===== config.mk =====
export PLATFORM = sky130hd
export DESIGN_NAME = rf_wb_scheduler
export DESIGN_NICKNAME = d
export VERILOG_FILES = /design/src/rtl/rf_wb_scheduler.sv
export SDC_FILE = /design/constraint.sdc
export NUM_CORES = 1
export LEC_CHECK = 0
export ABC_AREA = 1
export CAP_MARGIN = 20
export CORE_UTILIZATION = 47
export DETAILED_ROUTE_END_ITERATION = 12
export GPL_TIMING_DRIVEN = 0
export PLACE_DENSITY_LB_ADDON = 0.3
export SETUP_SLACK_MARGIN = 0.2
export SLEW_MARGIN = 10
export SYNTH_ARGS = -nofsm -noshare
export SYNTH_HDL_FRONTEND = slang
export SYNTH_SLANG_ARGS = --single-unit
export TNS_END_PERCENT = 100

===== constraint.sdc =====
create_clock -name clk_i -period 2.4 [get_ports clk_i]
set_input_delay 0.24 -clock clk_i [delete_from_list [all_inputs] [get_ports clk_i]]
set_output_delay 0.24 -clock clk_i [all_outputs]
set_load 0.02 [all_outputs]

===== src/rtl/rf_wb_scheduler.sv =====
// Write-port scheduler and scoreboard for the 32x32 integer register file.
// NREQ writeback requesters share the single file write port through a
// round-robin arbiter. The winner's rd/data become a registered one-cycle
// write command, and the file commits it on the following edge. A 32-entry
// busy scoreboard stalls the issue stage on RAW/WAW hazards until the pending
// write has actually landed in the file.
module rf_wb_scheduler #(
  parameter int NREQ = 3,
  parameter int XLEN = 32
) (
  input  logic                 clk_i,
  input  logic                 rst_ni,
  input  logic [NREQ-1:0]      req_valid_i,
  input  logic [5*NREQ-1:0]    req_rd_i,
  input  logic [XLEN*NREQ-1:0] req_data_i,
  output logic [NREQ-1:0]      req_ready_o,
  output logic [4:0]           RD_o,
  output logic [XLEN-1:0]      WR_o,
  output logic                 RWR_EN_o,
  input  logic                 issue_valid_i,
  input  logic [4:0]           issue_rd_i,
  input  logic                 issue_we_i,
  input  logic [4:0]           issue_rs1_i,
  input  logic [4:0]           issue_rs2_i,
  input  logic                 issue_use_rs1_i,
  input  logic                 issue_use_rs2_i,
  output logic                 issue_stall_o,
  input  logic                 flush_i,
  output logic [31:0]          busy_o
);

  // Pointer width; NREQ >= 2 keeps this at least 1.
  localparam int PW = $clog2(NREQ);

  // Per-requester views of the packed request buses.
  logic [4:0]      req_rd_arr   [NREQ];
  logic [XLEN-1:0] req_data_arr [NREQ];

  generate
    for (genvar gi = 0; gi < NREQ; gi++) begin : g_unpack
      assign req_rd_arr[gi]   = req_rd_i[gi*5 +: 5];
      assign req_data_arr[gi] = req_data_i[gi*XLEN +: XLEN];
    end
  endgenerate

  // Arbiter state and decision.
  logic [PW-1:0]   rr_ptr_reg;
  logic [PW-1:0]   rr_ptr_next;
  logic [NREQ-1:0] grant;
  logic            grant_any;
  logic [PW-1:0]   grant_idx;
  logic [PW:0]     cand;

  // Write command registers.
  logic [4:0]      rd_reg;
  logic [XLEN-1:0] wr_reg;
  logic            wen_reg;
  logic [4:0]      sel_rd;
  logic [XLEN-1:0] sel_data;

  // Scoreboard.
  logic [31:0]     busy_reg;
  logic [31:0]     busy_next;
  logic            raw_hazard;
  logic            waw_hazard;
  logic            issue_stall;
  logic            issue_fire;

  // Round-robin search: walk the requesters starting at rr_ptr, wrapping mod NREQ.
  always_comb begin
    grant     = '0;
    grant_any = 1'b0;
    grant_idx = '0;
    cand      = '0;
    for (int i = 0; i < NREQ; i++) begin
      cand = {1'b0, rr_ptr_reg} + (PW+1)'(i);
      if (cand >= (PW+1)'(NREQ)) begin
        cand = cand - (PW+1)'(NREQ);
      end
      if (!grant_any && req_valid_i[cand[PW-1:0]]) begin
        grant[cand[PW-1:0]] = 1'b1;
        grant_idx           = cand[PW-1:0];
        grant_any           = 1'b1;
      end
    end
  end

  // Pointer moves just past the winner; it holds when nobody is granted.
  always_comb begin
    rr_ptr_next = rr_ptr_reg;
    if (grant_any) begin
      if (grant_idx == PW'(NREQ - 1)) begin
        rr_ptr_next = '0;
      end else begin
        rr_ptr_next = grant_idx + PW'(1);
      end
    end
  end

  // One-hot AND-OR mux selecting the winner's destination and result.
  always_comb begin
    sel_rd   = '0;
    sel_data = '0;
    for (int k = 0; k < NREQ; k++) begin
      if (grant[k]) begin
        sel_rd   = req_rd_arr[k];
        sel_data = req_data_arr[k];
      end
    end
  end

  // Grants are suppressed while reset is asserted so nothing is accepted then.
  assign req_ready_o = rst_ni ? grant : '0;

  // Register the arbitration pointer.
  always_ff @(posedge clk_i or negedge rst_ni) begin
    if (!rst_ni) begin
      rr_ptr_reg <= '0;
    end else begin
      rr_ptr_reg <= rr_ptr_next;
    end
  end

  // Write command: pulse enable for one cycle per grant; address/data hold otherwise.
  always_ff @(posedge clk_i or negedge rst_ni) begin
    if (!rst_ni) begin
      rd_reg  <= '0;
      wr_reg  <= '0;
      wen_reg <= 1'b0;
    end else begin
      wen_reg <= grant_any;
      if (grant_any) begin
        rd_reg <= sel_rd;
        wr_reg <= sel_data;
      end
    end
  end

  assign RD_o     = rd_reg;
  assign WR_o     = wr_reg;
  assign RWR_EN_o = wen_reg;

  // Hazard detection against the current scoreboard; no bypass from the
  // write that is in flight this cycle, so it releases one cycle later.
  always_comb begin
    raw_hazard  = (issue_use_rs1_i & busy_reg[issue_rs1_i]) |
                  (issue_use_rs2_i & busy_reg[issue_rs2_i]);
    waw_hazard  = issue_we_i & busy_reg[issue_rd_i];
    issue_stall = issue_valid_i & (raw_hazard | waw_hazard | flush_i);
    issue_fire  = issue_valid_i & ~issue_stall & issue_we_i & (issue_rd_i != 5'd0);
  end

  assign issue_stall_o = issue_stall;

  // Scoreboard next state: clear when the write reaches the file, then let a
  // new producer's set override it; flush wipes everything; x0 never busy.
  always_comb begin
    busy_next = busy_reg;
    if (flush_i) begin
      busy_next = '0;
    end else begin
      if (wen_reg && (rd_reg != 5'd0)) begin
        busy_next[rd_reg] = 1'b0;
      end
      if (issue_fire) begin
        busy_next[issue_rd_i] = 1'b1;
      end
    end
    busy_next[0] = 1'b0;
  end

  // Register the scoreboard.
  always_ff @(posedge clk_i or negedge rst_ni) begin
    if (!rst_ni) begin
      busy_reg <= '0;
    end else begin
      busy_reg <= busy_next;
    end
  end

  assign busy_o = busy_reg;

endmodule


======== Yosys cells after proc, flatten, opt, wreduce, memory -nomap -nowiden ========
Index checks and enable logic that the tools add are counted.
operators by class
  magnitude comparators ................... 15
  bitwise operators ....................... 16
  $add $sub $neg .......................... 6
  equal/unequal tests ..................... 1
  muxes and demuxes ....................... 46
  reductions and logical operators ........ 12
operators by type and width
  operator                                                    number
  two-way mux 32 bit                                          7
  AND 32 bit                                                  1
  NOT 32 bit                                                  1
  bitwise OR 32 bit                                           1
  less-than comparator 5 x 6 -> 1 bit, second input constant  4
  binary-select mux 1 bit (select 5 bit)                      3
  two-way mux 5 bit                                           3
  two-way mux 1 bit                                           14
  two-way mux 2 bit                                           7
  two-way mux 3 bit                                           4
  demux 1 bit (select 5 bit)                                  2
  >= comparator 5 x 1 -> 1 bit, second input constant         2
  nonzero test 5 bit                                          2
  less-than comparator 2 x 3 -> 1 bit, second input constant  3
  logical AND 1 bit                                           8
  AND 1 bit                                                   7
  binary-select mux 1 bit (select 2 bit)                      3
  demux 1 bit (select 2 bit)                                  3
  >= comparator 2 x 1 -> 1 bit, second input constant         3
  >= comparator 3 x 2 -> 1 bit, second input constant         2
  bitwise OR 3 bit                                            2
  subtractor 2 bit, second input constant                     3
  adder 2 x 1 -> 3 bit, second input constant                 1
  adder 2 x 2 -> 3 bit, second input constant                 1
  other kinds (6)                                             9
storage, ports and cells
  word-level logic and storage cells ...... 101
  register bits ........................... 71
  output and inout bits ................... 74

======== Longest topological paths before layout ========
Gate-level depths: netlist of run 1.
  word-level depth ........................ 14
  depth in mapped cells ................... 17
  depth with buffers taken out ............ 15

======== Least setup slack after synthesis of run 1 ========
No wires, ideal clock.
  kind .................................... reg2out
  start ................................... reg rr_ptr_reg[0]
  end ..................................... out req_ready_o[0]
  data arrival time ....................... 2103 ps
  slack ................................... 57 ps
  required time ........................... 2160 ps
  stages on the path, launching flop included .. 14
  cells stage by stage .................... dfrtp_1 -> inv_1 -> ha_1 -> inv_1 -> a21oi_1 -> a31oi_1 -> inv_1 -> nand2_1 -> or2_4 -> o21bai_2 -> buf_4 -> buf_4 -> inv_1 -> nor2_1
on the way
  longest elaborated chain between the ends .. 12
ends and longest elaborated chain
  element                                                                            RTL line  text
  start: declaration                                                                 47        logic [PW-1:0] rr_ptr_reg;
  start signal: assignment                                                           120       rr_ptr_reg <= rr_ptr_next;
  adder 2 x 1 -> 3 bit (tied with other cells)                                       76        cand = {1'b0, rr_ptr_reg} + (PW+1)'(i);
  >= comparator 3 x 2 -> 1 bit (tied with other cells)                               77        if (cand >= (PW+1)'(NREQ)) begin
  two-way mux 2 bit (tied with other cells)                                          77
  less-than comparator 2 x 3 -> 1 bit (not written as such) (tied with other cells)  81        grant[cand[PW-1:0]] = 1'b1;
  logical AND 1 bit (not written as such) (tied with other cells)                    81
  two-way mux 1 bit (not written as such) (tied with other cells)                    81
  demux 1 bit (select 2 bit) (tied with other cells)                                 81
  bitwise OR 3 bit (no source line) / two-way mux 1 bit (equally long branches)      --
  two-way mux 3 bit / logical NOT 1 bit (equally long branches)                      80        if (!grant_any && req_valid_i[cand[PW-1:0]]) begin
  bitwise OR 3 bit (no source line) / logical AND 1 bit (equally long branches)      --
  two-way mux 3 bit *                                                                80
  two-way mux 3 bit *                                                                113       assign req_ready_o = rst_ni ? grant : '0;
  end: declaration                                                                   16        output logic [NREQ-1:0] req_ready_o,
Mark *: on every way between the ends. The rest lies on a longest branch, timed or not. The select of a mux whose other input is x is not followed.

======== Worst setup path in the final report of run 1 ========
Same ends and word-level chain as after synthesis.

==> impl_metrics.yaml, run 1 <==
floorplanning:
  die_h_um: 117
  ios: 210
  dieArea_sq_mm: 0.0137
  coreArea_sq_mm: 0.0127
  start_util: 0.488
  die_w_um: 117
  fp-row-count: 41
clocking:
  numCtsBuffers: 9
  clock_latency_ns: 0.35
  cts_tree: "done"
  path_clk_slew_ns: 0.06
  htree_levels: 3
  cts_num_sinks: 71
  clockRootBuffer: "clkbuf_16"
  cts_max_path_buffers: 2
sta:
  rsz0062_at_grt: "yes"
  final.setup.worst_slack_ns: -0.568
  clock_skew_ns: 0.00819
  hold_violations: 0
  relSlewSlack: 0.434
  post-route-period-util: 1.24
  period_needed_ns: 2.97
  hold_slack_ns: 0.248
  fin_tns_setup_ns: -12.87
  worst_pin_slew_ns: 0.845
  max_freq_mhz: 337
  setup_viol: 42
  drv_slew: 0
route:
  routed-wl-met2_mm: 13.5
  drc_errors: 0
  avgRoutedWirePerCell_um: 18.9
  detail-route-antenna-nets: 0
  via_per_inst: 5.72
  totalWireLength_mm: 28.8
  drt_first_pass_iters: 5
  drt-met1-wl_mm: 10.3
  routed.top_layer: "met4"
  vias: 8712
  drt_iter0_drc: 844
  wl_met3_mm: 2.98
synth:
  yosysTopAreaCell: "dfrtp_1"
  yosysWarningCount: 0
  syn_area_per_cell_sq_um: 5.82
  netlist_area_sq_mm: 0.00620
  ys_top_cells_by_area: "dfrtp_1 29%, nand2_1 27%, nand3_1 10%, inv_1 10%, a21oi_1 4.5%"
  ys_seq_elements: 71
  ys_seq_area_frac: 0.286
  synth_top_cell_area_share: 0.286
  synthCells: 1065
  synth_fp_nets: 1205
  synth.distinct_cells: 31
pwr:
  power.leakage_nw: 5.17
  peakVddDrop_v: 0.00149
  seqPwrFrac: 0.125
  intPower_mw: 7.89
  power.switching_mw: 7.66
  power_frac_comb: 0.782
  p_per_area_mw_per_mm2: 1530
  sw_frac_of_total: 0.493
  clkPwrFrac: 0.092
global_route:
  grt_pass1_vias: 7820
  grt_max_degree: 63
  grt_overflow: 0
  grt_use_total: 0.378
  antenna_found_initial: 0
  grt_first_pass_wirelength_mm: 39.2
cells_and_area:
  finalNetCount: 1485
  final_util: 0.797
  final_cell_mix: "387 x nand2_1, 192 x clkdlybuf4s50_1, 150 x inv_1, 118 x nand3_1, 66 x dfrtp_1"
  nFillCells: 855
  multi_input_area_sq_mm: 0.00388
  largest_register_ffs: 32
  synthToLayoutAreaGrowth_pct: 63.5
  diodes: 0
  drive_above_1_share: 0.198
  register_area_sq_mm: 0.00178
  final_common_cell: "nand2_1"
placed_design:
  gp_congestion: 1.04
  io_buffer_count: 203
  hpwl_mm: 16.8
critical_path:
  required_ns: 2.16
  cp.arrival_ns: 2.73
  crit_top_cell: "buf_6"
  start_kind: "register"
  cpPeakStageDelay_ns: 0.44
  path_max_fanout: 5
  worstSetupEndpointType: "primary output"
  crit_type: "reg -> out"
  critical_path.cell_chain: "inv_2 > ha_4 > inv_2 > nand3_2 > o21ai_2 > nor2_2 > buf_6 > nand2_4 > o22ai_1 > o21bai_4 > buf_6 > buf_8 > inv_4 > nor2_4 > buf_6"
  cp_slowest_cell: "dfrtp_1"
hold_path:
  hold_path.class: "in -> reg"
job:
  cap_violations: 0
run_status:
  violations: "setup timing"
  status: "finished with violations"
[final cells by class]
cell class | instances | share of cell area
plain buffers | 55 | 0.0521
clock buffers | 13 | 0.0266
clock inverters | 3 | 0.00395
inverters | 171 | 0.0659
multi-input cells | 768 | 0.382
flip-flops and latches | 71 | 0.176
well taps | 172 | 0.0212
repair buffers | 269 | 0.272
[per-stage QoR]
| stage | setup slack, ns | power (mW) | cells | cell area (sq um) |
|---|---|---|---|---|
| finish | -0.568 | 15.6 | 1522 | 10100 |
| global route | -0.653 | 16.2 | 1522 | 10100 |
| CTS | -0.164 | 13.2 | 1507 | 9720 |
| detailed placement | -0.886 | 9.20 | 1441 | 8490 |
| global placement | -2.48 | 9.03 | 1440 | 8460 |
| floorplan | 0.179 | 6.92 | 1065 | 6220 |
[critical path: cells and delay by family, from the launching register on]
kind | cells | cell delay [ns]
buf+inv | 7 | 0.73
compound gates | 3 | 0.62
flops | 1 | 0.44
simple gates | 4 | 0.35
fa+ha+maj | 1 | 0.21
[routing by layer]
metal,vias up,track usage
met3,201,0.0783
met5,-,0
met2,719,0.634
met1,3932,0.443
met4,0,0.239
li1,3860,-
[power by group through the flow]
stage	clock network, mW	logic [mW]	registers (mW)
CTS	1.42	9.84	1.90
global route	1.48	12.8	1.97
detailed placement	0	7.30	1.90
global placement	0	7.13	1.90
finish	1.44	12.2	1.95
floorplan	0	4.68	2.23
[logic make-up (layout without fill, tap and decap cells)]
| group | Yosys count | in the layout | share of synthesized area |
|---|---|---|---|
| and+or+nand+nor | 687 | 687 | 0.474 |
| buffers and inverters | 226 | 511 | 0.166 |
| AOI/OAI and AO/OA | 76 | 76 | 0.0649 |
| DFF | 71 | 71 | 0.286 |
| adders and majority gates | 4 | 4 | 0.00807 |
| other | 1 | 1 | 0.000605 |
[Yosys cell counts]
| master | count |
|---|---|
| nor3_1 | 15 |
| a21boi_0 | 3 |
| nand4_2 | 1 |
| buf_4 | 11 |
| nand4_1 | 32 |
| dfrtp_1 | 71 |
| nand3_2 | 10 |
| o21ai_1 | 3 |
| o22ai_1 | 1 |
| or2_4 | 1 |
| clkbuf_1 | 14 |
| a21oi_1 | 56 |
| nor2_2 | 4 |
| a22oi_1 | 1 |
| nand2_1 | 445 |
| o21ai_0 | 8 |
| nand3b_1 | 1 |
| o21bai_2 | 1 |
| nor2_4 | 1 |
| nor2_1 | 48 |
| o211ai_1 | 1 |
| buf_2 | 14 |
| inv_2 | 5 |
| inv_1 | 166 |
| ha_1 | 4 |
| nand2_2 | 1 |
| nor3_2 | 1 |
| conb_1 | 1 |
| nand3_1 | 127 |
| a31oi_1 | 2 |
| buf_6 | 16 |
[final timing paths]
| path | endpoint | cells after the start | from | slack (ns) |
|---|---|---|---|---|
| max | req_ready_o[0] | 15 | rr_ptr_reg[0] | -0.57 |
| min | busy_o[31] | 2 | flush_i | 0.25 |
| max reg2reg | WR_o[5] | 19 | rr_ptr_reg[0] | -0.45 |
| min reg2reg | WR_o[30] | 2 | WR_o[30] | 0.51 |
| max in group asynchronous | rr_ptr_reg[1] | 3 | rst_ni | 1.54 |
| min in group asynchronous | busy_o[30] | 2 | rst_ni | 0.28 |
[timing repair]
item	CTS	global route
endpoints found under the setup margin	73	50
buffers inserted	44	14
gates resized for setup	159	86
gates cloned	5	1
pin swaps	44	25
hold endpoints to repair	10	0
hold buffers	1	0
(Power assumes the default switching activity.)
==> run 2: changes to the inputs <==
Settings changed: GPL_TIMING_DRIVEN 0 to unset, SKIP_CTS_REPAIR_TIMING set to 1.
==> impl_metrics.yaml, run 2 (synthesized netlist as in run 1, its figures left out) <==
clocking:
  clockRootBuffer: "clkbuf_16"
  cts_max_path_buffers: 2
  numCtsBuffers: 9
  path_clk_slew_ns: 0.06
  cts_num_sinks: 71
  clock_latency_ns: 0.35
  htree_levels: 3
  cts_tree: "done"
sta:
  relSlewSlack: 0.438
  worst_pin_slew_ns: 0.843
  setup_viol: 40
  hold_slack_ns: 0.275
  drv_slew: 0
  max_freq_mhz: 386
  period_needed_ns: 2.59
  rsz0062_at_grt: "yes"
  final.setup.worst_slack_ns: -0.188
  post-route-period-util: 1.08
  clock_skew_ns: 0.00688
  hold_violations: 0
pwr:
  clkPwrFrac: 0.152
  power_frac_comb: 0.677
  power.leakage_nw: 4.79
  intPower_mw: 5.66
  seqPwrFrac: 0.171
  sw_frac_of_total: 0.494
  peakVddDrop_v: 0.00113
  power.switching_mw: 5.53
  p_per_area_mw_per_mm2: 1210
floorplanning:
  fp-row-count: 41
  die_w_um: 117
  ios: 210
  die_h_um: 117
  dieArea_sq_mm: 0.0137
  coreArea_sq_mm: 0.0127
  start_util: 0.488
critical_path:
  crit_type: "reg -> out"
  r2r.worst_path.cells: 15
  worstSetupEndpointType: "primary output"
  start_kind: "register"
  timing.rr.start: "rr_ptr_reg[1]"
  worstReg2RegEnd: "WR_o[13]"
  required_ns: 2.16
  reg2reg_slack_ns: -0.07
  cp.arrival_ns: 2.35
  path_max_fanout: 4
route:
  vias: 7713
  wl_met3_mm: 2.18
  routed.top_layer: "met4"
  avgRoutedWirePerCell_um: 15.6
  via_per_inst: 5.24
  routed-wl-met2_mm: 10.7
  drc_errors: 0
  totalWireLength_mm: 22.9
  drt_iter0_drc: 585
  drt-met1-wl_mm: 9.38
  detail-route-antenna-nets: 0
  drt_first_pass_iters: 5
global_route:
  antenna_found_initial: 0
  grt_overflow: 0
  grt_first_pass_wirelength_mm: 35.3
  grt_pass1_vias: 6989
  grt_use_total: 0.337
  grt_max_degree: 63
cells_and_area:
  synthToLayoutAreaGrowth_pct: 49.0
  final_cell_mix: "441 x nand2_1, 198 x clkdlybuf4s50_1, 158 x inv_1, 125 x nand3_1, 61 x dfrtp_1"
  diodes: 0
  drive_above_1_share: 0.116
  stdcell_area_sq_mm: 0.00924
  largest_register_ffs: 32
  final_common_cell: "nand2_1"
  final_util: 0.726
  finalNetCount: 1434
placed_design:
  placed_cell_area_sq_mm: 0.00860
  io_buffer_count: 208
  gp_congestion: 0.996
  hpwl_mm: 16.1
run_status:
  violations: "setup timing"
  status: "finished with violations"
hold_path:
  hold_path.class: "in -> async"
job:
  cap_violations: 0
## run 2: cell types whose count changed in the layout (fill, tap and decap cells not counted), sizes merged, moves of 2 or more
cell / previous run / this run
buf: 110 / 69
clkinv: 3 / 0
clkdlybuf4s50: 192 / 198
clkbuf: 27 / 9
dlymetal6s2s: 0 / 5
inv: 169 / 172
bufinv: 1 / 4
dlygate4sd2: 3 / 0
clkdlybuf4s15: 2 / 0
## run 2: power by group through the flow
| stage | combinational [mW] | clock (mW) | sequential [mW] |
|---|---|---|---|
| 2_1_floorplan | 4.68 | 0 | 2.23 |
| 3_3_place_gp | 6.92 | 0 | 1.91 |
| 3_5_place_dp | 7.08 | 0 | 1.90 |
| 4_1_cts | 7.08 | 1.71 | 1.90 |
| 5_1_grt | 8.37 | 1.76 | 1.96 |
| 6_report | 7.57 | 1.70 | 1.91 |
## run 2: how the worst max path moves through the flow
| stage | slack (ns) | cells past startpoint | start | endpoint |
|---|---|---|---|---|
| 6_report | -0.19 | 12 | rr_ptr_reg[1] | req_ready_o[2] |
| 2_1_floorplan | 0.18 | 13 | rr_ptr_reg[0] | req_ready_o[0] |
| 5_1_grt | -0.30 | 12 | rr_ptr_reg[1] | req_ready_o[2] |
| 3_3_place_gp | -0.28 | 17 | issue_rd_i[0] | issue_stall_o |
| 3_5_place_dp | -0.29 | 14 | issue_rd_i[2] | issue_stall_o |
| 4_1_cts | -0.59 | 12 | rr_ptr_reg[0] | req_ready_o[0] |
## run 2: through the flow
| stage | setup slack [ns] | cells | total power, mW | TNS (ns) |
|---|---|---|---|---|
| after CTS | -0.594 | 1462 | 10.7 | -8.44 |
| after floorplan | 0.179 | 1065 | 6.92 | 0 |
| after global routing | -0.299 | 1471 | 12.1 | -8.19 |
| after global placement | -0.277 | 1446 | 8.82 | -5.01 |
| final | -0.188 | 1471 | 11.2 | -2.45 |
| after detailed placement | -0.286 | 1446 | 8.98 | -5.67 |
## run 2: critical path, stage by stage (launching register included)
cell and delay, ns:
dfrtp_1 0.43, buf_6 0.14, ha_4 0.28, inv_4 0.04
a21oi_2 0.13, a31oi_2 0.07, inv_1 0.12, nand2_1 0.06
or2_4 0.29, nor2_4 0.11, nor2_2 0.06, nor2_2 0.13
buf_6 0.13
## run 2: routing by layer
| layer | track usage | up-vias |
|---|---|---|
| met5 | 0 | - |
| met4 | 0.121 | 0 |
| met3 | 0.0839 | 55 |
| met2 | 0.556 | 421 |
| met1 | 0.430 | 3483 |
| li1 | - | 3754 |
## run 2: area by class of cell
class	instances	area [sq um]
clock buffer	9	225
clock inverter	7	144
fill	1090	3480
inverter	171	649
multi-input combinational	768	3530
sequential	71	1790
tap	172	215
timing repair buffer	273	2690
